<file path="src/rtl/aes128_req_arbiter_if.sv">
// Bus bundle for aes128_req_arbiter: requester ports, response channel and AES128 core hookup.
// master = requesters/core side, slave = the arbiter.
interface aes128_req_arbiter_if #(
    parameter int NUM_REQ = 2
);
    localparam int ID_W = (NUM_REQ > 2) ? $clog2(NUM_REQ) : 1;

    logic [NUM_REQ-1:0]     req_valid;
    logic [NUM_REQ-1:0]     req_ready;
    logic [NUM_REQ*128-1:0] req_data;
    logic [NUM_REQ*128-1:0] req_key;
    logic                   rsp_valid;
    logic                   rsp_ready;
    logic [127:0]           rsp_data;
    logic [ID_W-1:0]        rsp_id;
    logic                   core_ce;
    logic [127:0]           core_data_in;
    logic [127:0]           core_key;
    logic [127:0]           core_data_out;
    logic                   core_done;

    modport master (
        output req_valid, req_data, req_key, rsp_ready, core_data_out, core_done,
        input  req_ready, rsp_valid, rsp_data, rsp_id, core_ce, core_data_in, core_key
    );

    modport slave (
        input  req_valid, req_data, req_key, rsp_ready, core_data_out, core_done,
        output req_ready, rsp_valid, rsp_data, rsp_id, core_ce, core_data_in, core_key
    );
endinterface

</file>
<file path="src/rtl/aes128_req_arbiter.sv">
// Round-robin arbiter sharing one AES128 core between NUM_REQ requesters, one job in flight.
// Optional watchdog on the core's done: define AES_ARB_TIMEOUT_EN (adds the sticky err port).
module aes128_req_arbiter #(
    parameter int NUM_REQ     = 2,
    parameter int TIMEOUT_CYC = 63
) (
    input  logic                 clock,
    input  logic                 reset,
    aes128_req_arbiter_if.slave  bus,
    output logic                 busy
`ifdef AES_ARB_TIMEOUT_EN
    ,
    output logic                 err
`endif
);
    localparam int ID_W = (NUM_REQ > 2) ? $clog2(NUM_REQ) : 1;

    if (NUM_REQ < 2 || NUM_REQ > 8 || TIMEOUT_CYC < 1) begin : g_param_check
        $error("aes128_req_arbiter: NUM_REQ must be 2..8 and TIMEOUT_CYC >= 1");
    end

    typedef enum logic [2:0] {IDLE, LOAD, RUN, DRAIN, RESP} state_t;

    state_t            state, state_nxt;
    logic [ID_W-1:0]   rr_ptr;
    logic [ID_W-1:0]   grant;
    logic              grant_vld;
    logic              accept;
    logic              timeout_hit;
    logic [NUM_REQ-1:0] ready;
    logic              core_ce;
    logic [127:0]      core_data_in;
    logic [127:0]      core_key;
    logic              rsp_valid;
    logic [127:0]      rsp_data;
    logic [ID_W-1:0]   rsp_id;

    // Search starts just after the last winner, wrapping modulo NUM_REQ.
    always_comb begin : grant_search
        logic [ID_W:0]   sum;
        logic [ID_W-1:0] idx;
        grant     = rr_ptr;
        grant_vld = 1'b0;
        sum       = '0;
        idx       = '0;
        for (int i = 1; i <= NUM_REQ; i++) begin
            sum = {1'b0, rr_ptr} + (ID_W+1)'(i);
            if (sum >= (ID_W+1)'(NUM_REQ))
                sum = sum - (ID_W+1)'(NUM_REQ);
            idx = sum[ID_W-1:0];
            if (!grant_vld && bus.req_valid[idx]) begin
                grant_vld = 1'b1;
                grant     = idx;
            end
        end
    end

    assign accept = (state == IDLE) && grant_vld;

    always_comb begin
        ready = '0;
        if (accept)
            ready[grant] = 1'b1;
    end

`ifdef AES_ARB_TIMEOUT_EN
    localparam int TW = $clog2(TIMEOUT_CYC + 1);
    logic [TW-1:0] wd_cnt;

    assign timeout_hit = (state == RUN) && !bus.core_done && (wd_cnt == TW'(TIMEOUT_CYC - 1));

    always_ff @(posedge clock) begin
        if (reset) begin
            wd_cnt <= '0;
            err    <= 1'b0;
        end else begin
            if (state != RUN || timeout_hit)
                wd_cnt <= '0;
            else
                wd_cnt <= wd_cnt + 1'b1;
            if (timeout_hit)
                err <= 1'b1;
        end
    end
`else
    assign timeout_hit = 1'b0;
`endif

    always_ff @(posedge clock) begin
        if (reset)
            state <= IDLE;
        else
            state <= state_nxt;
    end

    always_comb begin
        state_nxt = state;
        case (state)
            IDLE:    if (accept) state_nxt = LOAD;
            LOAD:    state_nxt = RUN;
            RUN:     if (bus.core_done || timeout_hit) state_nxt = DRAIN;
            // The core drops done one edge after ce falls; restart only once it has.
            DRAIN:   if (!bus.core_done) state_nxt = RESP;
            RESP:    if (bus.rsp_ready) state_nxt = IDLE;
            default: state_nxt = IDLE;
        endcase
    end

    always_ff @(posedge clock) begin
        if (reset) begin
            rr_ptr       <= ID_W'(NUM_REQ - 1);
            core_ce      <= 1'b0;
            core_data_in <= '0;
            core_key     <= '0;
            rsp_valid    <= 1'b0;
            rsp_data     <= '0;
            rsp_id       <= '0;
        end else begin
            case (state)
                IDLE: if (accept) begin
                    core_data_in <= bus.req_data[{grant, 7'd0} +: 128];
                    core_key     <= bus.req_key[{grant, 7'd0} +: 128];
                    rsp_id       <= grant;
                    rr_ptr       <= grant;
                end
                LOAD: core_ce <= 1'b1;
                RUN: if (bus.core_done) begin
                    rsp_data <= bus.core_data_out;
                    core_ce  <= 1'b0;
                end else if (timeout_hit) begin
                    rsp_data <= '0;
                    core_ce  <= 1'b0;
                end
                DRAIN: if (!bus.core_done) rsp_valid <= 1'b1;
                RESP:  if (bus.rsp_ready) rsp_valid <= 1'b0;
                default: ;
            endcase
        end
    end

    assign busy             = (state != IDLE);
    assign bus.req_ready    = ready;
    assign bus.core_ce      = core_ce;
    assign bus.core_data_in = core_data_in;
    assign bus.core_key     = core_key;
    assign bus.rsp_valid    = rsp_valid;
    assign bus.rsp_data     = rsp_data;
    assign bus.rsp_id       = rsp_id;
endmodule

</file>
<file path="src/flat_wrapper.sv">
// flat-port wrapper written by rule: the top's interface ports become plain ports
module aes128_req_arbiter_flat 
#(
    parameter int NUM_REQ     = 2,
    parameter int TIMEOUT_CYC = 63
)
  (clock, reset, busy, bus_req_valid, bus_req_data, bus_req_key, bus_rsp_ready, bus_core_data_out, bus_core_done, bus_req_ready, bus_rsp_valid, bus_rsp_data, bus_rsp_id, bus_core_ce, bus_core_data_in, bus_core_key);
  aes128_req_arbiter_if #(.NUM_REQ(NUM_REQ)) bus_i ();
  input  logic clock;
  input  logic reset;
  output logic busy;
  input wire logic [$bits(bus_i.req_valid)-1:0] bus_req_valid;
  input wire logic [$bits(bus_i.req_data)-1:0] bus_req_data;
  input wire logic [$bits(bus_i.req_key)-1:0] bus_req_key;
  input wire logic [$bits(bus_i.rsp_ready)-1:0] bus_rsp_ready;
  input wire logic [$bits(bus_i.core_data_out)-1:0] bus_core_data_out;
  input wire logic [$bits(bus_i.core_done)-1:0] bus_core_done;
  output wire logic [$bits(bus_i.req_ready)-1:0] bus_req_ready;
  output wire logic [$bits(bus_i.rsp_valid)-1:0] bus_rsp_valid;
  output wire logic [$bits(bus_i.rsp_data)-1:0] bus_rsp_data;
  output wire logic [$bits(bus_i.rsp_id)-1:0] bus_rsp_id;
  output wire logic [$bits(bus_i.core_ce)-1:0] bus_core_ce;
  output wire logic [$bits(bus_i.core_data_in)-1:0] bus_core_data_in;
  output wire logic [$bits(bus_i.core_key)-1:0] bus_core_key;
  assign bus_i.req_valid = bus_req_valid;
  assign bus_i.req_data = bus_req_data;
  assign bus_i.req_key = bus_req_key;
  assign bus_i.rsp_ready = bus_rsp_ready;
  assign bus_i.core_data_out = bus_core_data_out;
  assign bus_i.core_done = bus_core_done;
  assign bus_req_ready = bus_i.req_ready;
  assign bus_rsp_valid = bus_i.rsp_valid;
  assign bus_rsp_data = bus_i.rsp_data;
  assign bus_rsp_id = bus_i.rsp_id;
  assign bus_core_ce = bus_i.core_ce;
  assign bus_core_data_in = bus_i.core_data_in;
  assign bus_core_key = bus_i.core_key;
  aes128_req_arbiter #(.NUM_REQ(NUM_REQ), .TIMEOUT_CYC(TIMEOUT_CYC)) u_core (.clock(clock), .reset(reset), .bus(bus_i), .busy(busy));
endmodule
</file>
<file path="config.mk">
export PLATFORM = sky130hd
export DESIGN_NAME = aes128_req_arbiter_flat
export DESIGN_NICKNAME = d
export VERILOG_FILES = /design/src/rtl/aes128_req_arbiter_if.sv /design/src/rtl/aes128_req_arbiter.sv /design/src/flat_wrapper.sv
export SDC_FILE = /design/constraint.sdc
export NUM_CORES = 1
export LEC_CHECK = 0
export BUFFER_PORTS_ARGS = -buffer_cell sky130_fd_sc_hd__buf_2
export CAP_MARGIN = 20
export CORE_AREA = 8 8 397 399
export CTS_CLUSTER_DIAMETER = 30
export DETAILED_ROUTE_END_ITERATION = 12
export DIE_AREA = 0 0 405 407
export PLACE_DENSITY = 0.38
export SETUP_SLACK_MARGIN = 0.5
export SYNTH_ARGS = -nofsm -noshare
export SYNTH_HDL_FRONTEND = slang
export SYNTH_SLANG_ARGS = --single-unit
</file>
<file path="constraint.sdc">
create_clock -name clock -period 4.22 [get_ports clock]
set_input_delay 0.211 -clock clock [delete_from_list [all_inputs] [get_ports clock]]
set_output_delay 0.211 -clock clock [all_outputs]
set_load 0.05 [all_outputs]
</file>
; Word level (Yosys, flattened, before mapping)
; Cells that the tools add are included.
[totals]
register_bits = 391
out_inout_bits = 390
[classes]
n_eq_ne = 8
n_mux = 23
n_reduce_logical = 13
shift = 2
add_sub_neg = 4
order_cmp = 6
[op_table]
columns = operator, count
row1 = indexed part select 256 x 9 -> 128 bit, 2
row2 = case mux 3 bit (5 select lines), 1
row3 = 2-to-1 mux 1 bit, 14
row4 = 2-to-1 mux 3 bit, 4
row5 = "== test 3 x 2 -> 1 bit, second input constant", 2
row6 = "< comparator 1 x 2 -> 1 bit, second input constant", 3
row7 = "!= test 2 bit, second input constant", 3
row8 = AND reduction 2 bit, 3
row9 = "greater-or-equal comparator 2 bit, second input constant", 2
row10 = case mux 1 bit (2 select lines), 2
row11 = AND reduction 4 bit, 1
row12 = nonzero test 2 bit, 2
row13 = "== test 3 x 1 -> 1 bit, second input constant", 1
row14 = "== test 3 bit, second input constant", 1
row15 = logical AND 1 bit, 3
row16 = zero test 3 bit, 1
row17 = AND reduction 3 bit, 1
row18 = nonzero test 3 bit, 1
row19 = "adder 1 x 1 -> 2 bit, second input constant", 1
row20 = "adder 1 x 2 -> 2 bit, second input constant", 1
row21 = 2-to-1 mux 2 bit, 1
row22 = "!= test 2 x 1 -> 1 bit, second input constant", 1
row23 = "subtractor 1 bit, second input constant", 2
row24 = demux 1 bit (select 1 bit), 1
row25 = 2 further kinds, 2

; Depth between registers and ports, before layout
[logic_depth]
depth_word = 14
mapped_depth = 7

; Least setup slack after synthesis
; OpenSTA, ideal clock, no wires.
[synth_path]
kind = reg2out
from = register u_core.rr_ptr
to = output bus_req_ready[0]
slack_ns = 2.206
n_path_buf = 3
t_arrival_ns = 1.803
path_stages_with_launch = 6
path_cell_list = dfxtp_1 or2_1 buf_2 buf_4 clkbuf_1 a21oi_1
[synth_between]
elab_chain_cells = 14
[synth_lines]
columns = item, line
row1 = "start, declared", aes128_req_arbiter.sv:25  ; logic [ID_W-1:0] rr_ptr;
row2 = "start signal, assigned", aes128_req_arbiter.sv:111  ; rr_ptr <= ID_W'(NUM_REQ - 1);
row3 = "start signal, assigned", aes128_req_arbiter.sv:124  ; rr_ptr <= grant;
row4 = adder 1 x 1 -> 2 bit, aes128_req_arbiter.sv:47  ; sum = {1'b0, rr_ptr} + (ID_W+1)'(i);
row5 = greater-or-equal comparator 2 bit or subtractor 1 bit (tied branches), "aes128_req_arbiter.sv:48, aes128_req_arbiter.sv:49"
row6 = 2-to-1 mux 1 bit, aes128_req_arbiter.sv:48  ; if (sum >= (ID_W+1)'(NUM_REQ))
row7 = 2-to-1 mux 1 bit (implied by the code) (2 in series), aes128_req_arbiter.sv:51  ; if (!grant_vld && bus.req_valid[idx]) begin
row8 = 2-to-1 mux 1 bit, aes128_req_arbiter.sv:51
row9 = zero test 1 bit, aes128_req_arbiter.sv:51
row10 = logical AND 1 bit, aes128_req_arbiter.sv:51
row11 = 2-to-1 mux 1 bit, aes128_req_arbiter.sv:51
row12 = < comparator 1 x 2 -> 1 bit (implied by the code) or greater-or-equal comparator 1 bit (tied branches), aes128_req_arbiter.sv:63  ; ready[grant] = 1'b1;
row13 = logical AND 1 bit (implied by the code), aes128_req_arbiter.sv:63
row14 = 2-to-1 mux 1 bit (implied by the code), aes128_req_arbiter.sv:63
row15 = demux 1 bit (select 1 bit), --
row16 = 2-to-1 mux 2 bit *, aes128_req_arbiter.sv:62  ; if (accept)
row17 = "end, declared", flat_wrapper.sv:18  ; output wire logic [$bits(bus_i.req_ready)-1:0] bus_req_ready;
; Mark *: on every way between the ends. The rest lies on a longest branch, timed or not. The select of a mux whose other input is x is not followed.

; Worst setup path after layout
[layout_path]
from = register u_core.state[2]
to = register u_core.rsp_data[88], in the netlist u_core.bus.rsp_data[88]
[layout_between]
elab_chain_cells = 2
[layout_lines]
columns = item, line
row1 = "start, declared", aes128_req_arbiter.sv:24  ; state_t state, state_nxt;
row2 = "start signal, assigned", aes128_req_arbiter.sv:93  ; state <= state_nxt;
row3 = == test 3 x 2 -> 1 bit, aes128_req_arbiter.sv:119  ; case (state)
row4 = AND reduction 2 bit (no source line), --
row5 = "end signal, assigned", aes128_req_arbiter.sv:128  ; rsp_data <= bus.core_data_out;
row6 = "end, declared", aes128_req_arbiter.sv:35  ; logic [127:0] rsp_data;
; No other way between the ends.
; A chain may end at the register's enable or synchronous reset.

==> results.md <==
* Root Buffer Master: clkbuf_16
* Pin count of the biggest net entering global routing at 154
* Fin Setup TNS at 0 ns
* Syn Area/Cell at 8.86 µm²
* Buffer depth of the longest clock path at 3
* Syn. warnings at 0
* Reg area at 0.00783 mm²
* Die area at 0.165 mm²
* Core area at 0.151 mm²
* Clk sink count at 391
* Clk_skew at 0.0582 ns
* Final hold violations at 0
* PostCTS Resize Cnt at 0
* Number of synthesized flops with an enable pin at 0
* Tot GR Track Use at 0.152
* DP Area at 0.0262 mm²
* # DRC at 0
* RSZ-0062 raised after global routing: false
* Mapped Cells at 2135
* Die X at 405 µm
* Area grow syn2layout at 100%
* CP dominant cell by count: buf_4
* Post-Syn Area at 0.0189 mm²
* Sequential fraction of the synthesis area at 0.414
* Initial DRC count at 1709
* DR WL/cell at 22.8 µm
* Worst skew pair latency at 0.72 ns
* Required time worst endpoint at 4.92 ns
* Detailed Place HPWL at 94100 µm
* Synth Flop Type: dfxtp_1
* Detailed-route via count at 25500
* Layout cell share with drive strength beyond 1 at 0.411
* Class of the worst hold path: input pin to flop
* Vias in the first global route at 27000
* Hold WS at 0.0815 ns
* First-pass GRT wire length at 189000 µm
* Status: finished, final reports clean
* Initial antenna violation count at 23
* Via/cell ratio at 4.31
* Routed WL at 134000 µm
* Beginning of the worst hold path: reset
* Worst Max-Slew Pin Slew at 1.20 ns
* Fin area at 0.0378 mm²
* Worst-path maximum fanout at 66
* Max Cap Violations at 0
* Critical Path End Type: flop
* Final Net Count at 4390
* Crit path DAT at 3.78 ns
* Critical path startpoint: u_core.state[2]$_SDFFE_PP0P_
* Layout fillers at 16500
* Clock slew at reported path FFs at 0.04 ns
* Fin crit share at 0.731
* Setup WS post-layout at 1.13 ns
* Seq cells post-synth at 391
* I/O Buffers at 1035
* Multi-input combinational cell area at 0.00976 mm²
* Yosys top cell by area: dfxtp_1
* VDD IR max at 0.311 mV
* Max_slew headroom at 0.198
* CTS H-Tree Depth at 4
* Worst path bufs/invs at 3
* Initial cell density of the core at 0.125
* Cts bufs inserted at 144
* Post-route ant nets at 0
* Crit path largest cell delay at 0.70 ns
* Area contributors post-synth: dfxtp_1 (41%), a311oi_2 (19%), a31oi_1 (8.5%), nand3_1 (6.8%), o21ai_0 (6.8%)
* Number of setup buffers added after CTS at 0
* Synthesized Nets at 2781
* Cell Chain, Critical Path: nand4bb_4 > buf_4 > buf_4 > nand2_1 > a21oi_1 > dlygate4sd3_1
* Total grt overflow at 0
* Distinct cells, synth at 30
* Asr flop ratio synth at 0
* # setup viols final at 0
* Dpl ws at 1.66 ns
* FF-to-FF Start: u_core.state[2]$_SDFFE_PP0P_
* Post-synth top area share at 0.414
* I/O Pins at 1036
* Power Density at 562 mW/mm²
* Max-slew violation count at 0
* Hold-fix buffers, CTS at 656
* Crit Path Class: flop to flop
* Row cnt at 143
* Worst path top cell family by delay: buffers and inverters
* CTS tree: yes
* Leakage power at 15.9 nW
* Startpoint types: flop
* Pre-antenna DRT Iters at 5
* RD Place Congestion at 0.848
* Tmin final at 3.09 ns
* Final core occ at 0.250
* Fmax at 324 MHz
* Slowest stage cell, crit path: buf_4
* Die height at 407 µm
[worst paths after layout]
| path | end | slack [ns] | depth (start not counted) |
|---|---|---|---|
| setup / recovery | u_core.bus.rsp_data[88]$_SDFFE_PP0P_ | 1.13 | 6 |
| setup reg to reg | u_core.bus.rsp_data[88]$_SDFFE_PP0P_ | 1.13 | 6 |
| hold reg to reg | u_core.bus.rsp_data[117]$_SDFFE_PP0P_ | 0.45 | 2 |
| hold / removal | u_core.bus.rsp_data[4]$_SDFFE_PP0P_ | 0.08 | 2 |
[cells by family (layout without fill, tap and decap cells)]
| kind of cell | after synthesis | after routing | share of synthesized area |
|---|---|---|---|
| simple gates | 533 | 533 | 0.125 |
| buf+inv | 306 | 2031 | 0.0731 |
| compound gates | 905 | 905 | 0.388 |
| other cells | 0 | 19 | 0 |
| flops | 391 | 391 | 0.414 |
[metal layers]
metal,wire (µm),up-vias,global-route usage
met4,5080,8,0.0628
met1,53900,12700,0.181
met2,65800,1109,0.257
met5,51,-,0
met3,9560,240,0.0419
li1,-,11400,-
[placed cells by master (no fill, tap or decap), types with 2 or more instances in the layout]
master	netlist	routed
buf_2	18	1034
dlygate4sd3_1	0	657
dfxtp_1	391	391
a31oi_1	258	258
nand3_1	257	257
nand2_1	258	257
o21ai_0	256	256
a311oi_2	240	240
clkbuf_16	0	144
a21oi_1	130	130
buf_4	4	50
clkbuf_1	243	31
clkbuf_8	0	30
clkinv_2	1	30
buf_12	0	22
diode_2	0	19
a311oi_1	17	17
clkinv_16	0	14
bufinv_16	0	11
nor2_1	6	4
inv_1	4	4
nor3_1	2	2
nor2_4	0	2
or2_4	0	2
[report_power, final]
part / switching [mW] / internal, mW
Sequential: 0.300 / 4.17
Combinational: 3.92 / 2.10
Clock: 3.29 / 7.49
[cell type report]
class,instances,area share
multi-input cells,1438,0.258
clock inverters,57,0.0245
clock buffers,205,0.109
well taps,2030,0.0671
flip-flops and latches,391,0.207
diodes,19,0.00126
inverters,5,0.000694
repair buffers,1764,0.332
[synthesized netlist by cell type, types with 2 or more instances]
cell / instances
nand3_1: 257
buf_1: 10
o21ai_0: 256
a311oi_1: 17
a21oi_1: 130
buf_6: 26
nand2_1: 258
nor2_1: 6
nor3_1: 2
inv_1: 4
buf_4: 4
dfxtp_1: 391
clkbuf_1: 243
buf_2: 18
a311oi_2: 240
or2_1: 2
a31oi_1: 258
[per-stage QoR]
stage	power [mW]	std cells
after CTS	21.5	5889
final	21.3	5909
after global placement	9.69	4971
after global routing	22.1	5905
after floorplan	7.97	2135
after detailed placement	9.69	4971
[state kept, by name, indices dropped and copies added (netlist names)]
name                     cells
u_core.bus.rsp_valid         1
u_core.bus.rsp_id            1
u_core.rr_ptr                1
u_core.state                 3
u_core.bus.core_key        128
u_core.bus.core_ce           1
u_core.bus.core_data_in    128
u_core.bus.rsp_data        128
No activity file was read; power rests on OpenSTA's default activity.
